$ cat src/rtl/rr_arb_mux_if.sv
// Handshake bundle between N producers, the round-robin arbiter/mux and one consumer.
// The slave modport is the arbiter's view; the master modport drives producers and consumer.
interface rr_arb_mux_if #(
    parameter int size     = 16,
    parameter int channels = 4
);
    localparam int IW = $clog2(channels);

    logic [channels*size-1:0] in_data;
    logic [channels-1:0]      in_valid;
    logic [channels-1:0]      in_ready;
    logic                     force_en;
    logic [IW-1:0]            force_sel;
    logic [size-1:0]          out_data;
    logic [IW-1:0]            out_chan;
    logic                     out_valid;
    logic                     out_ready;

    modport slave (
        input  in_data, in_valid, force_en, force_sel, out_ready,
        output in_ready, out_data, out_chan, out_valid
    );

    modport master (
        output in_data, in_valid, force_en, force_sel, out_ready,
        input  in_ready, out_data, out_chan, out_valid
    );
endinterface

$ cat src/rtl/rr_arb_mux.sv
// Registered N:1 mux with round-robin or forced-select arbitration and a single-entry
// output register that reloads whenever it is empty or being drained.
module rr_arb_mux #(
    parameter int size     = 16,
    parameter int channels = 4
) (
    input  logic         clk,
    input  logic         rst,
    rr_arb_mux_if.slave  bus
);
    localparam int IW = $clog2(channels);

    logic [IW-1:0]   last_grant;
    logic [IW-1:0]   cand;
    logic            found;
    logic            load_en;
    logic [size-1:0] sel_data;

    assign load_en = !bus.out_valid || bus.out_ready;

    // Round-robin scan: channels above last_grant first, then wrap to 0..last_grant.
    always_comb begin
        found = 1'b0;
        cand  = '0;
        if (bus.force_en) begin
            for (int i = 0; i < channels; i++) begin
                if (bus.force_sel == IW'(i) && bus.in_valid[i]) begin
                    found = 1'b1;
                    cand  = IW'(i);
                end
            end
        end else begin
            for (int i = 0; i < channels; i++) begin
                if (!found && bus.in_valid[i] && IW'(i) > last_grant) begin
                    found = 1'b1;
                    cand  = IW'(i);
                end
            end
            for (int i = 0; i < channels; i++) begin
                if (!found && bus.in_valid[i] && IW'(i) <= last_grant) begin
                    found = 1'b1;
                    cand  = IW'(i);
                end
            end
        end
    end

    always_comb begin
        sel_data = '0;
        for (int i = 0; i < channels; i++) begin
            if (cand == IW'(i)) sel_data = bus.in_data[i*size +: size];
        end
    end

    always_comb begin
        bus.in_ready = '0;
        for (int i = 0; i < channels; i++) begin
            bus.in_ready[i] = !rst && load_en && found && (cand == IW'(i));
        end
    end

    always_ff @(posedge clk) begin
        if (rst) begin
            bus.out_valid <= 1'b0;
            bus.out_data  <= '0;
            bus.out_chan  <= '0;
            last_grant    <= IW'(channels - 1);
        end else if (load_en) begin
            if (found) begin
                bus.out_valid <= 1'b1;
                bus.out_data  <= sel_data;
                bus.out_chan  <= cand;
                if (!bus.force_en) last_grant <= cand;
            end else begin
                bus.out_valid <= 1'b0;
            end
        end
    end
endmodule

$ cat src/flat_wrapper.sv
// flat-port wrapper written by rule: the top's interface ports become plain ports
module rr_arb_mux_flat 
#(
    parameter int size     = 16,
    parameter int channels = 4
)
  (clk, rst, bus_in_data, bus_in_valid, bus_force_en, bus_force_sel, bus_out_ready, bus_in_ready, bus_out_data, bus_out_chan, bus_out_valid);
  rr_arb_mux_if #(.size(size), .channels(channels)) bus_i ();
  input  logic clk;
  input  logic rst;
  input wire logic [$bits(bus_i.in_data)-1:0] bus_in_data;
  input wire logic [$bits(bus_i.in_valid)-1:0] bus_in_valid;
  input wire logic [$bits(bus_i.force_en)-1:0] bus_force_en;
  input wire logic [$bits(bus_i.force_sel)-1:0] bus_force_sel;
  input wire logic [$bits(bus_i.out_ready)-1:0] bus_out_ready;
  output wire logic [$bits(bus_i.in_ready)-1:0] bus_in_ready;
  output wire logic [$bits(bus_i.out_data)-1:0] bus_out_data;
  output wire logic [$bits(bus_i.out_chan)-1:0] bus_out_chan;
  output wire logic [$bits(bus_i.out_valid)-1:0] bus_out_valid;
  assign bus_i.in_data = bus_in_data;
  assign bus_i.in_valid = bus_in_valid;
  assign bus_i.force_en = bus_force_en;
  assign bus_i.force_sel = bus_force_sel;
  assign bus_i.out_ready = bus_out_ready;
  assign bus_in_ready = bus_i.in_ready;
  assign bus_out_data = bus_i.out_data;
  assign bus_out_chan = bus_i.out_chan;
  assign bus_out_valid = bus_i.out_valid;
  rr_arb_mux #(.size(size), .channels(channels)) u_core (.clk(clk), .rst(rst), .bus(bus_i));
endmodule
$ cat config.mk
export PLATFORM = sky130hd
export DESIGN_NAME = rr_arb_mux_flat
export DESIGN_NICKNAME = d
export VERILOG_FILES = /design/src/rtl/rr_arb_mux_if.sv /design/src/rtl/rr_arb_mux.sv /design/src/flat_wrapper.sv
export SDC_FILE = /design/constraint.sdc
export NUM_CORES = 1
export LEC_CHECK = 0
export CAP_MARGIN = 20
export CORE_ASPECT_RATIO = 1.1
export CORE_MARGIN = 2
export CORE_UTILIZATION = 40
export DETAILED_ROUTE_END_ITERATION = 7
export HOLD_SLACK_MARGIN = 0.03
export PLACE_DENSITY = 0.79
export RECOVER_POWER = 25
export SYNTH_ARGS = -nofsm -noshare
export SYNTH_HDL_FRONTEND = slang
export SYNTH_SLANG_ARGS = --single-unit
$ cat constraint.sdc
create_clock -name clk -period 4.7 [get_ports clk]
set_input_delay 1.41 -clock clk [delete_from_list [all_inputs] [get_ports clk]]
set_output_delay 1.41 -clock clk [all_outputs]
set_load 0.05 [all_outputs]
# [Word level (Yosys, flattened, before mapping)]
# Cells that the tools add are included.
[totals] regBits=21 in_bits=74 out_inout_bits=23 word_cells=94
[classes] order_cmp=8 n_eq_ne=6 mux=36 bitwise=1 n_reduce_logical=39
[op_table] operator="two-way mux 16 bit" n=4
[op_table] operator="logical AND 1 bit" n=25
[op_table] operator="two-way mux 1 bit" n=23
[op_table] operator="two-way mux 2 bit" n=9
[op_table] operator="zero test 1 bit" n=9
[op_table] operator="== test 2 bit (second input constant)" n=4
[op_table] operator="== test 2 x 1 -> 1 bit (second input constant)" n=2
[op_table] operator="greater-than comparator 1 x 2 -> 1 bit (first input constant)" n=2
[op_table] operator="greater-than comparator 2 bit (first input constant)" n=2
[op_table] operator="<= comparator 1 x 2 -> 1 bit (first input constant)" n=2
[op_table] operator="<= comparator 2 bit (first input constant)" n=2
[op_table] operator="zero test 2 bit" n=2
[op_table] operator="AND reduction 3 bit" n=1
[op_table] operator="AND reduction 2 bit" n=1
[op_table] operator="logical OR 1 bit" n=1
[op_table] operator="inverter 1 bit" n=1

# [Longest topological paths before layout]
[depth] depth_word=44 mapped_depth=8 ltp_nobuf=5

# [Least setup slack after synthesis]
# Ideal clock, no wire load.
[synth_path] kind="input port to output port" startpoint="input port bus_force_sel[0]" endpoint="output port bus_in_ready[0]" arrival_ns=3.255 t_required_ns=3.290 path_slack_ns=0.035 stages=8 n_path_buf=3 path_cell_list="buf_2 > mux4_2 > o22ai_2 > nand2b_1 > or3_1 > buf_2 > buf_6 > nor2_1"
[synth_between] elab_chain_len=9
[synth_rtl] element="start, declared" line_no="flat_wrapper.sv:14" text="input wire logic [$bits(bus_i.force_sel)-1:0] bus_force_sel;"
[synth_rtl] element="zero test 2 bit" line_no="rr_arb_mux.sv:27" text="if (bus.force_sel == IW'(i) && bus.in_valid[i]) begin"
[synth_rtl] element="logical AND 1 bit" line_no="rr_arb_mux.sv:27"
[synth_rtl] element="two-way mux 1 bit (4 in series)" line_no="rr_arb_mux.sv:27"
[synth_rtl] element="two-way mux 1 bit" line_no="rr_arb_mux.sv:25" text="if (bus.force_en) begin"
[synth_rtl] element="logical AND 1 bit" line_no="rr_arb_mux.sv:58" text="bus.in_ready[i] = !rst && load_en && found && (cand == IW'(i));"
[synth_rtl] element="logical AND 1 bit *" line_no="rr_arb_mux.sv:58"
[synth_rtl] element="end, declared" line_no="flat_wrapper.sv:16" text="output wire logic [$bits(bus_i.in_ready)-1:0] bus_in_ready;"
# Every way passes the cells marked *; elsewhere a longest branch is shown, timed or not.

# [Worst setup path after layout]
# Ends and elaborated chain as after synthesis.

==> metrics list <==
- Of the total synthesized cell area, the portion taken by full adders, half adders and majority gates is 0.
- CTS Sinks: 21
- The analysis attributes to cell leakage a power of 0.00127 µW.
- Area fraction in compound gates after synthesis: 0.471
* Count of buffers from port buffering: 96
- Nets@finish: 485
* Min-Delay Path Class: reg2reg
* Data required, critical path: 3.29 ns
- Largest family of logic cells by synthesized area: compound AO/OA/AOI/OAI gates
* Standard cell core area: 6230 µm²
- Cell count after synthesis: 345
* Setup Viol. Count Final: 0
* Post-synth EDFFs: 0
- Total of warnings raised by yosys: 0
- Synthesized area per cell: 7.50 µm²
* First-pass iteration count of the detailed router: 5
- At the pin with the least slew margin, the transition time is 0.885 ns.
- Detailed placement ended at an HPWL of 6270 µm.
- For this design, the CTS-stage hold fixing added 0 buffers.
* # fillers: 559
- Share of the clock period used by the worst path after layout: 0.982
- The number of antenna violations at the first check in global routing came to 0.
- Compared with the post-synthesis result, the final layout area differs by 42.6%.
- The share of the Yosys chip area taken by registers is 0.163.
* Horiz. Die Dim: 80.7 µm
- Starting density of the core: 0.415
- Endpoint class of the critical path: output port
* Critical path arrival: 3.21 ns
* Number of library cell types mapped by synthesis: 39
- Die span in y: 88.3 µm
- Setup repair after global routing left no endpoint under its margin.
* Status: complete, no violations
- H-Tree Level Count: 1
- After layout, the minimum clock period comes to 4.62 ns.
- Total nets after synthesis: 419
- Proportion of register bits with asynchronous set or reset after synthesis: 0
- For the final database, setup skew stands at 0.00265 ns.
* Synthesized-area fraction occupied by and/or/nand/nor cells: 0.261
* Post-Syn Area: 2590 µm²
- Power spread over the standard cell area amounts to 221 nW/µm².
- The multi-input combinational cells in the finished layout cover a total of 1970 µm².
- Sequential cell area in the final layout: 420 µm²
- Hold is met by 0.464 ns.
* Total number of placement rows: 30
- CTS clock-pin slew for the worst setup and hold paths: 0.08 ns
- STA classifies the critical path startpoint as a primary input.
* Most used flip-flop cell after synthesis: sky130_fd_sc_hd__dfxtp_1
- Max Root-Sink Buffers: 2
- After global routing the overflow that remains totals 0.
- The detailed router placed 3401 vias in this run.
* Xor-xnor portion of the synthesized cell area: 0
- Ant diodes: 0
- The hold violation count in the final report came to 0.
- Clk root buf: sky130_fd_sc_hd__clkbuf_8
* Overall Global Routing Usage: 0.256
- Insertion delay of the later-clocked pin in the worst-skew pair: 0.26 ns
- After detailed routing, the number of remaining DRC violations is 0.
* Worst Path Class, Setup: in2out
- In this run, the number of DRC markers left after iteration 0 of detailed routing was 313.
- The die covers 7130 µm².
- The number of clock buffers added by TritonCTS is 3.
- Critical path peak fanout: 3
* First-pass GRT wire length: 14700 µm
- I/O pin count: 97
- After synthesis the netlist holds a flip-flop and latch count of 21.
- Final slew viol count: 0
- Once layout is complete, the utilization of the core stands at 0.592.
- Weighted congestion reported at the end of routability-driven placement: 0.808
* Post-CTS setup-driven buffer insertion count: 0
- Entering global routing, the biggest net connects 99 pins.
- TritonCTS built the clock tree.
- Post-CTS repair changed the size of 0 cells.
* Proportion of synthesized area in mux cells: 0.0169
- Worst-case headroom to the max-slew limit: 0.410
- The via count of the first global-routing pass was 2984.
- Derived from the worst setup path, the maximum achievable clock frequency is 0.217 GHz.
- VDD sags by at most 162 µV.
* Routed wire length per instance: 19.4 µm
* Vias per std cell: 6.94
- In the final timing run, aggregate negative setup slack is 0 ns.
- In this run the remaining antenna-violating nets after routing total 0.
- Max Cap Viol: 0
* Share of final-layout standard cells stronger than drive strength 1: 0.115
- Total Routed Length: 9490 µm
[critical path: stages]
cell	delay, ns
sky130_fd_sc_hd__clkdlybuf4s50_1	0.60
sky130_fd_sc_hd__mux4_2	0.25
sky130_fd_sc_hd__o22ai_2	0.09
sky130_fd_sc_hd__nand2b_1	0.16
sky130_fd_sc_hd__or3_1	0.38
sky130_fd_sc_hd__nor2_2	0.16
sky130_fd_sc_hd__buf_12	0.15
[where the power goes]
group	switching (µW)	internal, µW
registers	16.7	202
clock network	57.2	60.3
logic	289	190
[registers in the layout, indices dropped and copies added, names as in the netlist]
name / flops
u_core.last_grant: 2
u_core.bus.out_valid: 1
u_core.bus.out_chan: 2
u_core.bus.out_data: 16
[routing by layer]
metal / GRT usage / share of wire / wire length [µm] / vias up
met2: 0.435 / 0.49 / 4650 / 182
met3: 0.0255 / 0.090 / 852 / 18
li1: - / - / - / 1578
met5: 0 / 0 / 0 / -
met4: 0.0524 / 0.016 / 148 / 0
met1: 0.355 / 0.40 / 3840 / 1623
[synthesized netlist by cell type, types with 2 or more instances]
cell                        n  area, µm²
sky130_fd_sc_hd__nand2_1   66        248
sky130_fd_sc_hd__o221ai_1  40        350
sky130_fd_sc_hd__clkbuf_1  35        131
sky130_fd_sc_hd__a311oi_1  32        280
sky130_fd_sc_hd__nand4_1   32        200
sky130_fd_sc_hd__o2111a_1  32        360
sky130_fd_sc_hd__dfxtp_1   21        420
sky130_fd_sc_hd__nand3_1   16       80.1
sky130_fd_sc_hd__buf_2     15       75.1
sky130_fd_sc_hd__nor2_1     8       30.0
sky130_fd_sc_hd__o221ai_2   8        120
sky130_fd_sc_hd__nand2b_1   7       43.8
sky130_fd_sc_hd__o21ai_0    3       15.0
sky130_fd_sc_hd__a21oi_1    2       10.0
sky130_fd_sc_hd__and3_1     2       12.5
sky130_fd_sc_hd__inv_2      2       7.51
sky130_fd_sc_hd__or3_1      2       12.5
[cells by family (layout without fill, tap and decap cells)]
logic type | Yosys count | after routing
AND/OR/NAND/NOR | 140 | 140
AO/OA/AOI/OAI | 127 | 127
multiplexers | 3 | 3
buffers and inverters | 54 | 119
flip-flops | 21 | 21
[through the flow]
step	std cells	area [µm²]	setup WS [ns]	power (µW)
final	490	3690	0.0833	815
after global placement	486	3610	0.0713	688
after floorplan	345	2590	0.0346	504
after global routing	490	3690	0.000119	855
after CTS	490	3660	0.0234	814
after detailed placement	486	3610	0.0428	694
[worst paths after layout]
path / endpoint / slack, ns / cells after the start / startpoint
max: bus_in_ready[0] / 0.08 / 7 / bus_force_sel[0]
min: u_core.bus.out_chan[0] / 0.46 / 2 / u_core.bus.out_chan[0]
max reg2reg: u_core.bus.out_data[12] / 2.62 / 6 / u_core.last_grant[0]
min reg2reg: u_core.bus.out_chan[0] / 0.46 / 2 / u_core.bus.out_chan[0]
[final cells by class]
type,count,area share
multi-input combinational,270,0.535
timing repair buffer,113,0.310
sequential,21,0.114
tap,80,0.0271
clock buffer,4,0.0122
inverter,2,0.00204
[placed cells by master, fill, tap and decap left out, types with 2 or more instances in the layout]
cell	synthesis	final
sky130_fd_sc_hd__dfxtp_1	21	21
sky130_fd_sc_hd__inv_2	2	2
sky130_fd_sc_hd__nor2_2	1	4
sky130_fd_sc_hd__nand4_1	32	32
sky130_fd_sc_hd__nor2_1	8	5
sky130_fd_sc_hd__clkdlybuf4s50_1	0	81
sky130_fd_sc_hd__nand3_1	16	16
sky130_fd_sc_hd__dlygate4sd3_1	0	9
sky130_fd_sc_hd__nand2_1	66	66
sky130_fd_sc_hd__and3_1	2	2
sky130_fd_sc_hd__buf_4	0	15
sky130_fd_sc_hd__a311oi_1	32	32
sky130_fd_sc_hd__o221ai_1	40	40
sky130_fd_sc_hd__o221ai_2	8	8
sky130_fd_sc_hd__clkbuf_8	0	3
sky130_fd_sc_hd__buf_12	0	5
sky130_fd_sc_hd__or3_1	2	2
sky130_fd_sc_hd__a21oi_1	2	2
sky130_fd_sc_hd__nand2b_1	7	7
sky130_fd_sc_hd__o2111a_1	32	32
sky130_fd_sc_hd__o21ai_0	3	3
No activity file was read; power rests on OpenSTA's default activity.
